File: config.mk
export PLATFORM = sky130hd
export DESIGN_NAME = reg_scoreboard
export DESIGN_NICKNAME = d
export VERILOG_FILES = /design/src/rtl/sb_pkg.sv /design/src/rtl/sb_counter.sv /design/src/rtl/reg_scoreboard.sv
export SDC_FILE = /design/constraint.sdc
export NUM_CORES = 1
export LEC_CHECK = 0
export BUFFER_PORTS_ARGS = -buffer_cell sky130_fd_sc_hd__buf_2
export CAP_MARGIN = 20
export CORE_MARGIN = 3
export CORE_UTILIZATION = 40
export DETAILED_ROUTE_END_ITERATION = 16
export SKIP_CTS_REPAIR_TIMING = 1
export SLEW_MARGIN = 5
export SYNTH_ARGS = -nofsm -noshare
export SYNTH_HDL_FRONTEND = slang
export SYNTH_SLANG_ARGS = --single-unit
File: constraint.sdc
create_clock -name clock -period 7 [get_ports clock]
set_input_delay 0.35 -clock clock [delete_from_list [all_inputs] [get_ports clock]]
set_output_delay 0.35 -clock clock [all_outputs]
set_load 0.05 [all_outputs]
File: src/rtl/sb_pkg.sv
// Shared constants and types for the register write scoreboard.
// Used by the per-register counter and by the scoreboard top level.
package sb_pkg;

  localparam int REG_IDX_W = 5;
  localparam int NREG      = 32;
  localparam int CNT_W     = 2;

  localparam logic [REG_IDX_W-1:0] ZERO_REG = 5'd0;

  typedef logic [CNT_W-1:0] sb_cnt_t;

endpackage

File: src/rtl/sb_counter.sv
// Pending-write counter for one architectural register.
// Holds at zero on a decrement and at full scale on an increment.
module sb_counter #(
  parameter int W = sb_pkg::CNT_W
) (
  input  logic clock,
  input  logic reset,
  input  logic clr,
  input  logic inc,
  input  logic dec,
  output logic zero,
  output logic max
);

  logic [W-1:0] count;

  // Count register: reset/clear first, then net up/down movement.
  always_ff @(posedge clock) begin
    if (reset || clr) begin
      count <= '0;
    end else if (inc && !dec && !max) begin
      count <= count + {{(W-1){1'b0}}, 1'b1};
    end else if (dec && !inc && !zero) begin
      count <= count - {{(W-1){1'b0}}, 1'b1};
    end else begin
      count <= count;
    end
  end

  assign zero = (count == '0);
  assign max  = (count == '1);

endmodule

File: src/rtl/reg_scoreboard.sv
// Tracks in-flight register writes between issue and writeback.
// Raises stall on source hazards or destination counter saturation.
module reg_scoreboard #(
  parameter int CNT_W = sb_pkg::CNT_W,
  parameter int NREG  = sb_pkg::NREG
) (
  input  logic                         clock,
  input  logic                         reset,
  input  logic                         flush,
  input  logic [sb_pkg::REG_IDX_W-1:0] rs,
  input  logic [sb_pkg::REG_IDX_W-1:0] rt,
  input  logic                         issue_valid,
  input  logic                         issue_wr,
  input  logic [sb_pkg::REG_IDX_W-1:0] issue_rd,
  input  logic                         wb_valid,
  input  logic [sb_pkg::REG_IDX_W-1:0] wb_rd,
  output logic                         stall,
  output logic [NREG-1:0]              busy_vec,
  output logic                         sb_error
);

  import sb_pkg::*;

  logic [NREG-1:0] zero_flag;
  logic [NREG-1:0] max_flag;
  logic            issue_req;
  logic            wb_req;
  logic            inc;
  logic            dec;
  logic            wb_err;

  // Hazard checks read only registered counter state, so a writeback
  // in this cycle does not release a dependent source until next cycle.
  assign issue_req = issue_valid && issue_wr && (issue_rd != ZERO_REG);
  assign stall     = ((rs != ZERO_REG) && !zero_flag[rs]) ||
                     ((rt != ZERO_REG) && !zero_flag[rt]) ||
                     (issue_req && max_flag[issue_rd]);

  assign inc    = issue_req && !stall;
  assign wb_req = wb_valid && (wb_rd != ZERO_REG);
  assign dec    = wb_req && !zero_flag[wb_rd];
  assign wb_err = wb_req && zero_flag[wb_rd];

  genvar i;
  generate
    for (i = 0; i < NREG; i++) begin : g_reg
      if (i == 0) begin : g_r0
        assign zero_flag[i] = 1'b1;
        assign max_flag[i]  = 1'b0;
      end else begin : g_cnt
        sb_counter #(.W(CNT_W)) u_cnt (
          .clock (clock),
          .reset (reset),
          .clr   (flush),
          .inc   (inc && (issue_rd == REG_IDX_W'(i))),
          .dec   (dec && (wb_rd == REG_IDX_W'(i))),
          .zero  (zero_flag[i]),
          .max   (max_flag[i])
        );
      end
    end
  endgenerate

  assign busy_vec = ~zero_flag;

  // Sticky underflow flag; only reset clears it, and a flushed wb is dropped.
  always_ff @(posedge clock) begin
    if (reset) begin
      sb_error <= 1'b0;
    end else if (!flush && wb_err) begin
      sb_error <= 1'b1;
    end else begin
      sb_error <= sb_error;
    end
  end

endmodule
==> metrics.log <==
INFO  metric synth_area_per_cell = 7.699 um^2
INFO  metric maxSlewViolCount = 0
INFO  metric unrepaired_setup_endpoints_after_global_routing = no
INFO  metric area.growth.synth_to_final = 11.72%
INFO  metric cp_num_cells = 9
INFO  metric grt_start_max_net_pins = 57
INFO  metric routed-via-count = 5679
INFO  metric floorplan.die.width = 121.4 um
INFO  metric synth.mux.area_fraction = 0.07515
INFO  metric floorplan.initialDensity = 0.4154
INFO  metric cp_num_buf_inv = 3
INFO  metric netlist_top_cells_area = sky130_fd_sc_hd__dfxtp_1 24%, sky130_fd_sc_hd__mux4_2 5.9%, sky130_fd_sc_hd__nor2_1 4.7%, sky130_fd_sc_hd__nand2_1 4.2%, sky130_fd_sc_hd__nand3_1 4.0%
INFO  metric critPathMostFrequentCell = sky130_fd_sc_hd__buf_2
INFO  metric ctsRootBufferMaster = sky130_fd_sc_hd__clkbuf_16
INFO  metric grtUsageTotal = 0.2716
INFO  metric run_status = finished clean
INFO  metric ioPinCount = 60
INFO  metric layout-drive-gt1-share = 0.1814
INFO  metric grt_antenna_before_repair = 0
INFO  metric seq_power_share = 0.364
INFO  metric worstMarginPinSlew = 1.024 ns
INFO  metric drt_wl_total = 19520 um
INFO  metric grt_first_pass_wirelength = 30830 um
INFO  metric power_switching = 0.2910 mW
INFO  metric synthDominantCellAreaShare = 0.2367
INFO  metric total_power = 0.9931 mW
INFO  metric dp_hpwl = 14480 um
INFO  metric die-height = 121.4 um
INFO  metric syn-cell-area = 0.005328 mm^2
INFO  metric synth_ff_type = sky130_fd_sc_hd__dfxtp_1
INFO  metric sort_of_element_at_the_start_of_the_critical_path = primary input
INFO  metric remaining_drc_errors = 0
INFO  metric drt-initial-drc-count = 772
INFO  metric drt_first_pass_iters = 5
INFO  metric synth_commonest_cells = 67 x sky130_fd_sc_hd__nor2_1, 63 x sky130_fd_sc_hd__dfxtp_1, 59 x sky130_fd_sc_hd__nand2_1
INFO  metric yosys_warnings = 0
INFO  metric leakage = 2.178 nW
INFO  metric final_net_count = 743
INFO  metric cts.path.max_buffers = 2
INFO  metric sort_of_element_at_the_end_of_the_critical_path = primary output
INFO  metric worst-endpoint-arrival = 3.81 ns
INFO  metric syn-instance-count = 692
INFO  metric final-hold-violation-count = 0
INFO  metric cts-htree-levels = 3
INFO  metric cell_family_with_the_largest_share_of_critical_path_delay = compound AO/OA/AOI/OAI gates
INFO  metric core = 0.01282 mm^2
INFO  metric synthAdderAreaFrac = 0
INFO  metric p_clk_frac = 0.475
INFO  metric cp_max_fo = 33
INFO  metric synth.yosys.seq_area_share = 0.2367
INFO  metric avgViaCountPerCell = 6.352
INFO  metric global_route.overflow_total = 0
INFO  metric gp_congestion = 0.9024
INFO  metric critPathSlowestCell = sky130_fd_sc_hd__nor2b_1
INFO  metric r2r_startpoint = g_reg[27].g_cnt.u_cnt.count[0]$_SDFFE_PP0P_
INFO  metric antenna_left = 0
INFO  metric crit_end = stall
INFO  metric setup_total_negative_slack = 0 ns
INFO  metric postLayoutCoreUtil = 0.4641
INFO  metric synth_edf_count = 0
INFO  metric dominant_combinational_cell_family_by_area_after_synthesis = simple AND/OR/NAND/NOR gates
INFO  metric worst_r2r_path_depth = 9
INFO  metric reg2reg_to = g_reg[14].g_cnt.u_cnt.count[0]$_SDFFE_PP0P_
INFO  metric crit_start = issue_rd[0]
INFO  metric design.die.area = 0.01474 mm^2
INFO  metric synthXorXnorAreaFrac = 0.06177
INFO  metric worst-r2r-setup-slack = 3.28 ns
INFO  metric synth_nets = 718
INFO  metric grt_pass1_vias = 5483
INFO  metric unique_masters_post_synth = 75
INFO  metric dpl_cells = 877
INFO  metric power_density = 166.9 mW/mm^2
INFO  metric cts_tree = built
INFO  metric cp_cell_sequence = buf_2, nor2b_1, a22o_1, a2111oi_0, o31ai_1, nand2_2, buf_4, a31o_2, buf_2
INFO  metric io_buffer_count = 58
INFO  metric normalized_max_slew_margin = 0.3162
INFO  metric synth-seq-cells = 63
INFO  metric finalSetupViolCount = 0
INFO  metric power.share.combinational = 0.162
INFO  metric share_of_flip_flops_with_an_asynchronous_set_or_reset = 0
INFO  metric sw_frac_of_total = 0.2930
INFO  metric ir_drop = 0.1438 mV
INFO  metric diodes = 0
INFO  metric post_synth_and_or_nand_nor_area_fraction = 0.3396
INFO  metric clkSlewWorstSetupHoldPaths = 0.05 ns
INFO  metric finalNonFillerCells = 894
INFO  metric yosysTopAreaCell = sky130_fd_sc_hd__dfxtp_1
INFO  metric drv_cap = 0
INFO  metric clkSinkCount = 63
INFO  metric wirelength_per_cell = 21.83 um
INFO  metric synth_compound_area_frac = 0.2212
INFO  metric worstSetupPathType = primary input to primary output
INFO  metric synthMostInstantiatedCell = sky130_fd_sc_hd__nor2_1
INFO  metric holdCritPathClass = primary input to flip-flop
INFO  metric timing.clock.skew = 0.006779 ns
INFO  metric std_cell_rows = 41
INFO  metric final_period_minus_worst_setup_slack = 4.157 ns
INFO  metric period_share = 0.5939
INFO  metric max_stage_delay = 0.88 ns
INFO  metric p_int = 0.7021 mW
INFO  metric fmax = 0.2406 GHz
INFO  metric cts_buffers = 9
INFO  metric cp_data_required_time = 6.65 ns
INFO  metric worst_skew_pair_later_pin_latency = 0.34 ns
-- per-stage QoR --
stage / setup slack (ns) / hold slack (ns) / cell area (um^2)
after floorplan: 3.685 / 0.4224 / 5328
after global placement: 2.807 / 0.4472 / 5637
after detailed placement: 2.757 / 0.4862 / 5637
after CTS: 3.001 / 0.2111 / 5947
after global routing: 2.808 / 0.2330 / 5952
final: 2.843 / 0.2177 / 5952
-- final cells by class --
| class | instances | area, um^2 |
|---|---|---|
| Multi-Input combinational cell | 548 | 3724 |
| Tap cell | 172 | 215.2 |
| Clock buffer | 13 | 270.3 |
| Inverter | 33 | 123.9 |
| Clock inverter | 3 | 40.04 |
| Sequential cell | 63 | 1261 |
| Fill cell | 1344 | 6873 |
| Timing Repair Buffer | 62 | 317.8 |
-- cell families (layout without fill, tap and decap cells) --
kind of cell	after synthesis	count (layout)
xor gates and xnor gates	31	31
AOI/OAI and AO/OA	167	167
other	1	1
buffers and inverters	81	111
DFF	63	63
and+or+nand+nor	327	327
muxes	22	22
-- cells in the final DEF (no fill, tap or decap), types with 10 or more instances in the layout --
master	n
sky130_fd_sc_hd__a31oi_1	10
sky130_fd_sc_hd__or4_1	10
sky130_fd_sc_hd__inv_1	30
sky130_fd_sc_hd__or2_2	11
sky130_fd_sc_hd__mux4_2	14
sky130_fd_sc_hd__nor2b_1	12
sky130_fd_sc_hd__o21ai_0	33
sky130_fd_sc_hd__buf_2	58
sky130_fd_sc_hd__dfxtp_1	63
sky130_fd_sc_hd__nand2b_1	12
sky130_fd_sc_hd__nand2_1	58
sky130_fd_sc_hd__nor3_1	36
sky130_fd_sc_hd__nor2_1	67
sky130_fd_sc_hd__nor4_1	15
sky130_fd_sc_hd__nand3_1	43
sky130_fd_sc_hd__a21oi_1	36
sky130_fd_sc_hd__xnor2_1	22
-- worst min path at each step --
stage | cells past startpoint | to | startpoint
4_1_cts | 2 | sb_error$_SDFFE_PP0P_ | reset
3_3_place_gp | 2 | sb_error$_SDFFE_PP0P_ | sb_error$_SDFFE_PP0P_
5_1_grt | 2 | sb_error$_SDFFE_PP0P_ | reset
2_1_floorplan | 1 | sb_error$_SDFFE_PP0P_ | reset
6_report | 2 | sb_error$_SDFFE_PP0P_ | reset
3_5_place_dp | 2 | sb_error$_SDFFE_PP0P_ | sb_error$_SDFFE_PP0P_
-- metal layers --
metal	track usage	wire, um
met1	0.3498	7853
met2	0.4425	9280
met3	0.05221	1621
met4	0.1169	764
met5	0	0
-- sequential cells by signal, summed over array words and instances, names as in the netlist --
register             count
sb_error                 1
g.g_cnt.u_cnt.count     62
-- power by group through the flow --
| stage | registers, mW | logic, mW | clock network, mW |
|---|---|---|---|
| 6_report | 0.361 | 0.161 | 0.471 |
| 5_1_grt | 0.361 | 0.171 | 0.489 |
| 4_1_cts | 0.361 | 0.157 | 0.479 |
| 3_5_place_dp | 0.369 | 0.156 | 0 |
| 3_3_place_gp | 0.369 | 0.155 | 0 |
| 2_1_floorplan | 0.370 | 0.117 | 0 |
-- worst register-to-register path, cell delays in order, from the launching register on --
cell and delay, ns:
sky130_fd_sc_hd__dfxtp_1 0.33, sky130_fd_sc_hd__nor2_1 0.37, sky130_fd_sc_hd__inv_2 0.07, sky130_fd_sc_hd__mux4_2 0.48, sky130_fd_sc_hd__or3b_1 0.38, sky130_fd_sc_hd__o2111a_1 0.14
sky130_fd_sc_hd__or4_4 0.81, sky130_fd_sc_hd__nor4_2 0.60, sky130_fd_sc_hd__xor3_1 0.40, sky130_fd_sc_hd__nor2_1 0.09
Note: power is estimated with default switching activity, not from simulation.
